[config.mk]
export PLATFORM = sky130hd
export DESIGN_NAME = ddr3_cmd_fifo
export DESIGN_NICKNAME = d
export VERILOG_FILES = /design/src/rtl/ddr3_cmd_fifo.sv
export SDC_FILE = /design/constraint.sdc
export NUM_CORES = 1
export LEC_CHECK = 0
export ABC_AREA = 0
export ABC_CLOCK_PERIOD_IN_PS = 11400
export BUFFER_PORTS_ARGS = -buffer_cell sky130_fd_sc_hd__buf_2
export CORE_MARGIN = 2
export CORE_UTILIZATION = 50
export CTS_BUF_LIST = sky130_fd_sc_hd__clkbuf_8
export CTS_CLUSTER_SIZE = 16
export DETAILED_ROUTE_END_ITERATION = 10
export GPL_TIMING_DRIVEN = 0
export PLACE_DENSITY = 0.79
export RECOVER_POWER = 100
export SLEW_MARGIN = 20
export SYNTH_ARGS = -nofsm -noshare
export SYNTH_HDL_FRONTEND = slang
export SYNTH_SLANG_ARGS = --single-unit
[constraint.sdc]
create_clock -name clk -period 11.4 [get_ports clk]
set_input_delay 1.71 -clock clk [delete_from_list [all_inputs] [get_ports clk]]
set_output_delay 1.71 -clock clk [all_outputs]
set_load 0.03 [all_outputs]
[src/rtl/ddr3_cmd_fifo.sv]
// Command queue feeding the DDR3 controller: host pushes words, controller pops into a held output register.
// Optional error/status outputs (cmd_almost_full, cmd_overflow, cmd_underflow) are built when CMD_FIFO_ERR_EN is defined.
module ddr3_cmd_fifo #(
    parameter int WIDTH      = 34,
`ifdef CMD_FIFO_ERR_EN
    parameter int AF_LEVEL   = 6,
`endif
    parameter int DEPTH_LOG2 = 3
) (
    input  logic                  clk,
    input  logic                  reset,
    input  logic                  cmd_put,
    input  logic [WIDTH-1:0]      cmd_data_in,
    output logic                  cmd_full,
    input  logic                  CMD_get,
    output logic                  CMD_empty,
    output logic [WIDTH-1:0]      CMD_data_out,
`ifdef CMD_FIFO_ERR_EN
    output logic                  cmd_almost_full,
    output logic                  cmd_overflow,
    output logic                  cmd_underflow,
`endif
    output logic [DEPTH_LOG2:0]   cmd_count
);

    localparam int DEPTH = 2 ** DEPTH_LOG2;
    localparam logic [DEPTH_LOG2:0] FULL_COUNT = (DEPTH_LOG2 + 1)'(DEPTH);

    logic [WIDTH-1:0]      mem [DEPTH];
    logic [DEPTH_LOG2-1:0] wr_ptr;
    logic [DEPTH_LOG2-1:0] rd_ptr;
    logic [DEPTH_LOG2:0]   count_next;
    logic                  push_acc;
    logic                  pop_acc;

    // A pop frees a slot in the same edge, so a full queue can still take a push alongside it.
    assign pop_acc  = CMD_get && !CMD_empty;
    assign push_acc = cmd_put && (!cmd_full || pop_acc);

    always_comb begin
        // NOTE: default first so every path assigns count_next and no latch is inferred.
        count_next = cmd_count;
        unique case ({push_acc, pop_acc})
            2'b10:   count_next = cmd_count + 1'b1;
            2'b01:   count_next = cmd_count - 1'b1;
            default: count_next = cmd_count;
        endcase
    end

    // NOTE: storage has no reset; occupancy and pointers alone decide what is valid.
    always_ff @(posedge clk) begin
        if (push_acc) begin
            mem[wr_ptr] <= cmd_data_in;
        end
    end

    // NOTE: non-blocking assignments keep every register sampling the pre-edge values.
    always_ff @(posedge clk or posedge reset) begin
        if (reset) begin
            wr_ptr       <= '0;
            rd_ptr       <= '0;
            cmd_count    <= '0;
            CMD_empty    <= 1'b1;
            cmd_full     <= 1'b0;
            CMD_data_out <= '0;
        end else begin
            if (push_acc) begin
                wr_ptr <= wr_ptr + 1'b1;
            end
            if (pop_acc) begin
                rd_ptr       <= rd_ptr + 1'b1;
                CMD_data_out <= mem[rd_ptr];
            end
            cmd_count <= count_next;
            CMD_empty <= (count_next == '0);
            cmd_full  <= (count_next == FULL_COUNT);
        end
    end

`ifdef CMD_FIFO_ERR_EN
    // Overflow/underflow are sticky diagnostics; only reset clears them.
    always_ff @(posedge clk or posedge reset) begin
        if (reset) begin
            cmd_almost_full <= 1'b0;
            cmd_overflow    <= 1'b0;
            cmd_underflow   <= 1'b0;
        end else begin
            cmd_almost_full <= (count_next >= (DEPTH_LOG2 + 1)'(AF_LEVEL));
            if (cmd_put && !push_acc) begin
                cmd_overflow <= 1'b1;
            end
            if (CMD_get && !pop_acc) begin
                cmd_underflow <= 1'b1;
            end
        end
    end
`endif

endmodule
==> impl_metrics.tcl <==
set metrics [dict create \
    rows 56 \
    cpLargestDelayFamily "buffers and inverters" \
    start_util 0.5121 \
    violations "max-capacitance violations, max-slew violations" \
    syn-num-nets 618 \
    hold_path_class "flip-flop to flip-flop" \
    vias 6012 \
    worstSetupStartpoint "CMD_get" \
    slowest_stage "clkbuf_1" \
    outcome "complete, but fails checks" \
    dp.cells 987 \
    relSlewSlack -0.7119 \
    ant_nets 0 \
    critical_path_class "primary input to flip-flop" \
    drv_slew 212 \
    hold_viol 0 \
    ff2ff_path_depth 6 \
    crit_cells 7 \
    wl_per_cell_um 23.05 \
    antenna_found_initial 2 \
    grt_pass1_wl_um 38180 \
    r2r_end "mem[4][21]" \
    tightestPinTransition_ns 2.554 \
    syn_avg_cell_area_um2 20.97 \
    r2r_start "CMD_empty" \
    clock_tree.root_cell "clkbuf_8" \
    grt_pass1_vias 6562 \
    path_cells "buf_2 -> nand2b_1 -> clkbuf_1 -> a21boi_0 -> nand2b_1 -> nor2_1 -> clkbuf_1" \
    critical-path-max-stage-delay_ns 1.29 \
    die_x_um 159.3 \
    reg2reg_slack_ns 6.40 \
    ys.flop_type "edfxtp_1" \
    fin_cells 1080 \
    grt_overflow 0 \
    h-tree-depth 2 \
    pin_count 78 \
    cts.clk_slew.worst_paths_ns 0.06 \
    worst-path-buf-inv 3 \
    wl_um 24900 \
    setup_viol 0 \
    finalCriticalPeriod_ns 5.800 \
    seq_area_frac_synth 0.7730 \
    drt_pass1_iterations 5 \
    final_nets 762 \
    power.density_mw_per_mm2 261.6 \
    synth-edff-count 272 \
    cap_violations 10 \
    min_period_over_period 0.5088 \
    critPathCaptureType "flip-flop" \
    rsz0062_at_grt "false" \
    p_leak_nw 4.690 \
    grt_max_degree 47 \
    critPathMaxFanout 21 \
    drc 0 \
    cp.arrival_ns 5.94 \
    synth_cells 575 \
    port_buffers 77 \
    clkLatencyLatePin_ns 0.56 \
    die-area_mm2 0.02537 \
    grt_usage 0.2022 \
    cts_resized 0 \
    critPathCapture "mem[4][21]" \
    num-fill-cells 1778 \
    synth-warning-count 0 \
    fin_setup_tns_ns 0 \
    ys_ff_latch 318 \
    skew_ns 0.01493 \
    ir_drop_mv 0.1824 \
    cts_sinks 318 \
    drive_gt1_frac 0.2095 \
    cp-start-kind "primary input" \
    tritoncts "done" \
    dp_hpwl_um 15680 \
    cts_buffer_depth 3 \
    hold_start "CMD_data_out[29]" \
    routabilityCongestion 0.7583 \
    area_growth_pct 14.05 \
    async_flop_share 0.1447 \
    core_mm2 0.02354 \
    max_freq_mhz 172.4 \
    synth_cell_types 34 \
    netlist_area_mm2 0.01206 \
    cts_buffers 49 \
    via_per_inst 5.567 \
    cts_hold_buf 0 \
    fp.dieH_um 159.3 \
    post-cts-setup-buffer-count 0 \
    required_ns 11.54 \
    drtIter0Drc 519 \
]
==> per-stage QoR <==
| stage | total power, W | cell area, um2 | utilization | hold WS [ns] | setup slack, ns |
|---|---|---|---|---|---|
| 2_1_floorplan | 0.002427 | 12060 | - | 0.4805 | 6.137 |
| 3_3_place_gp | 0.002723 | 12840 | 0.5454 | 0.4677 | 3.353 |
| 3_5_place_dp | 0.002813 | 13110 | 0.5568 | 0.4711 | 6.725 |
| 4_1_cts | 0.003691 | 14040 | 0.5966 | 0.4842 | 7.294 |
| 5_1_grt | 0.003767 | 13750 | 0.5839 | 0.5005 | 5.358 |
| 6_report | 0.003597 | 13750 | 0.5841 | 0.4776 | 5.600 |
==> cell families (layout without fill, tap and decap cells) <==
logic type / Yosys count / in the layout / share of synthesized area
flops: 318 / 318 / 0.7730
mux: 104 / 104 / 0.1571
simple gates: 66 / 66 / 0.02418
compound gates: 43 / 43 / 0.01951
buf+inv: 32 / 216 / 0.01588
xor+xnor: 7 / 7 / 0.005085
fa+ha+maj: 5 / 5 / 0.005189
other cells: 0 / 2 / 0
==> registers in the layout (all words and copies together), names as in the netlist <==
| name | cells |
|---|---|
| cmd_count | 4 |
| CMD_data_out | 34 |
| CMD_empty | 1 |
| cmd_full | 1 |
| wr_ptr | 3 |
| rd_ptr | 3 |
| mem | 272 |
==> synthesized netlist by cell type (all sizes together) (3+ instances only) <==
cell type  number  area, um2
edfxtp        272       8168
mux4           68       1531
xnor2           5      43.79
nand2          42      157.7
dfrtp          45       1126
o21ai          35      175.2
mux2i          34      340.3
nor2            7      26.28
clkbuf         12      45.04
nand2b          7      43.79
inv             4      15.01
nor3            3      15.01
buf            16      131.4
ha              5      62.56
==> layout make-up <==
class                           instances  area [um2]  area share
Inverter                                4       16.27    0.001183
Buffer                                 28       176.4     0.01283
Clock inverter                         33       137.6     0.01001
Antenna cell                            2       5.005   0.0003640
Sequential cell                       318        9320      0.6778
Tap cell                              319       399.1     0.02903
Multi-Input combinational cell        225        2545      0.1851
Clock buffer                           58       798.3     0.05805
Timing Repair Buffer                   93       352.8     0.02566
==> where the power goes <==
group | internal (W) | switching (W) | leakage [nW]
Combinational | 0.000444 | 0.000676 | 1.11
Clock | 0.000462 | 0.000413 | 0.550
Sequential | 0.00151 | 0.0000920 | 3.03
Total | 0.00242 | 0.00118 | 4.69
==> worst min-delay path, cell delays in order (launching register included) <==
cell and delay, ns:
dfrtp_1 0.34, nand2_1 0.04, o21ai_0 0.06
==> layer usage <==
layer | up-vias | wire (um) | GRT usage
li1 | 2616 | - | -
met1 | 3092 | 9764 | 0.2523
met2 | 254 | 12890 | 0.3555
met3 | 50 | 1745 | 0.04480
met4 | 0 | 498 | 0.06364
met5 | - | 0 | 0
==> worst min-delay path by stage <==
stage	slack, ns	cells past startpoint	to
6_report	0.48	2	CMD_data_out[29]
3_5_place_dp	0.47	2	CMD_data_out[29]
5_1_grt	0.50	2	CMD_data_out[6]
3_3_place_gp	0.47	2	CMD_data_out[3]
2_1_floorplan	0.48	1	wr_ptr[0]
4_1_cts	0.48	2	CMD_data_out[29]
==> cells in the final DEF (no fill, tap or decap), drive strengths merged, types with 3 or more instances in the layout <==
| cell | netlist | layout |
|---|---|---|
| buf | 16 | 19 |
| inv | 4 | 20 |
| nor2 | 7 | 7 |
| clkbuf | 12 | 160 |
| dfrtp | 45 | 45 |
| ha | 5 | 5 |
| mux4 | 68 | 68 |
| nand2b | 7 | 7 |
| clkinv | 0 | 15 |
| nor3 | 3 | 3 |
| nand2 | 42 | 42 |
| edfxtp | 272 | 272 |
| o21ai | 35 | 35 |
| mux2i | 34 | 34 |
| xnor2 | 5 | 5 |
Note: power is estimated with default switching activity, not from simulation.
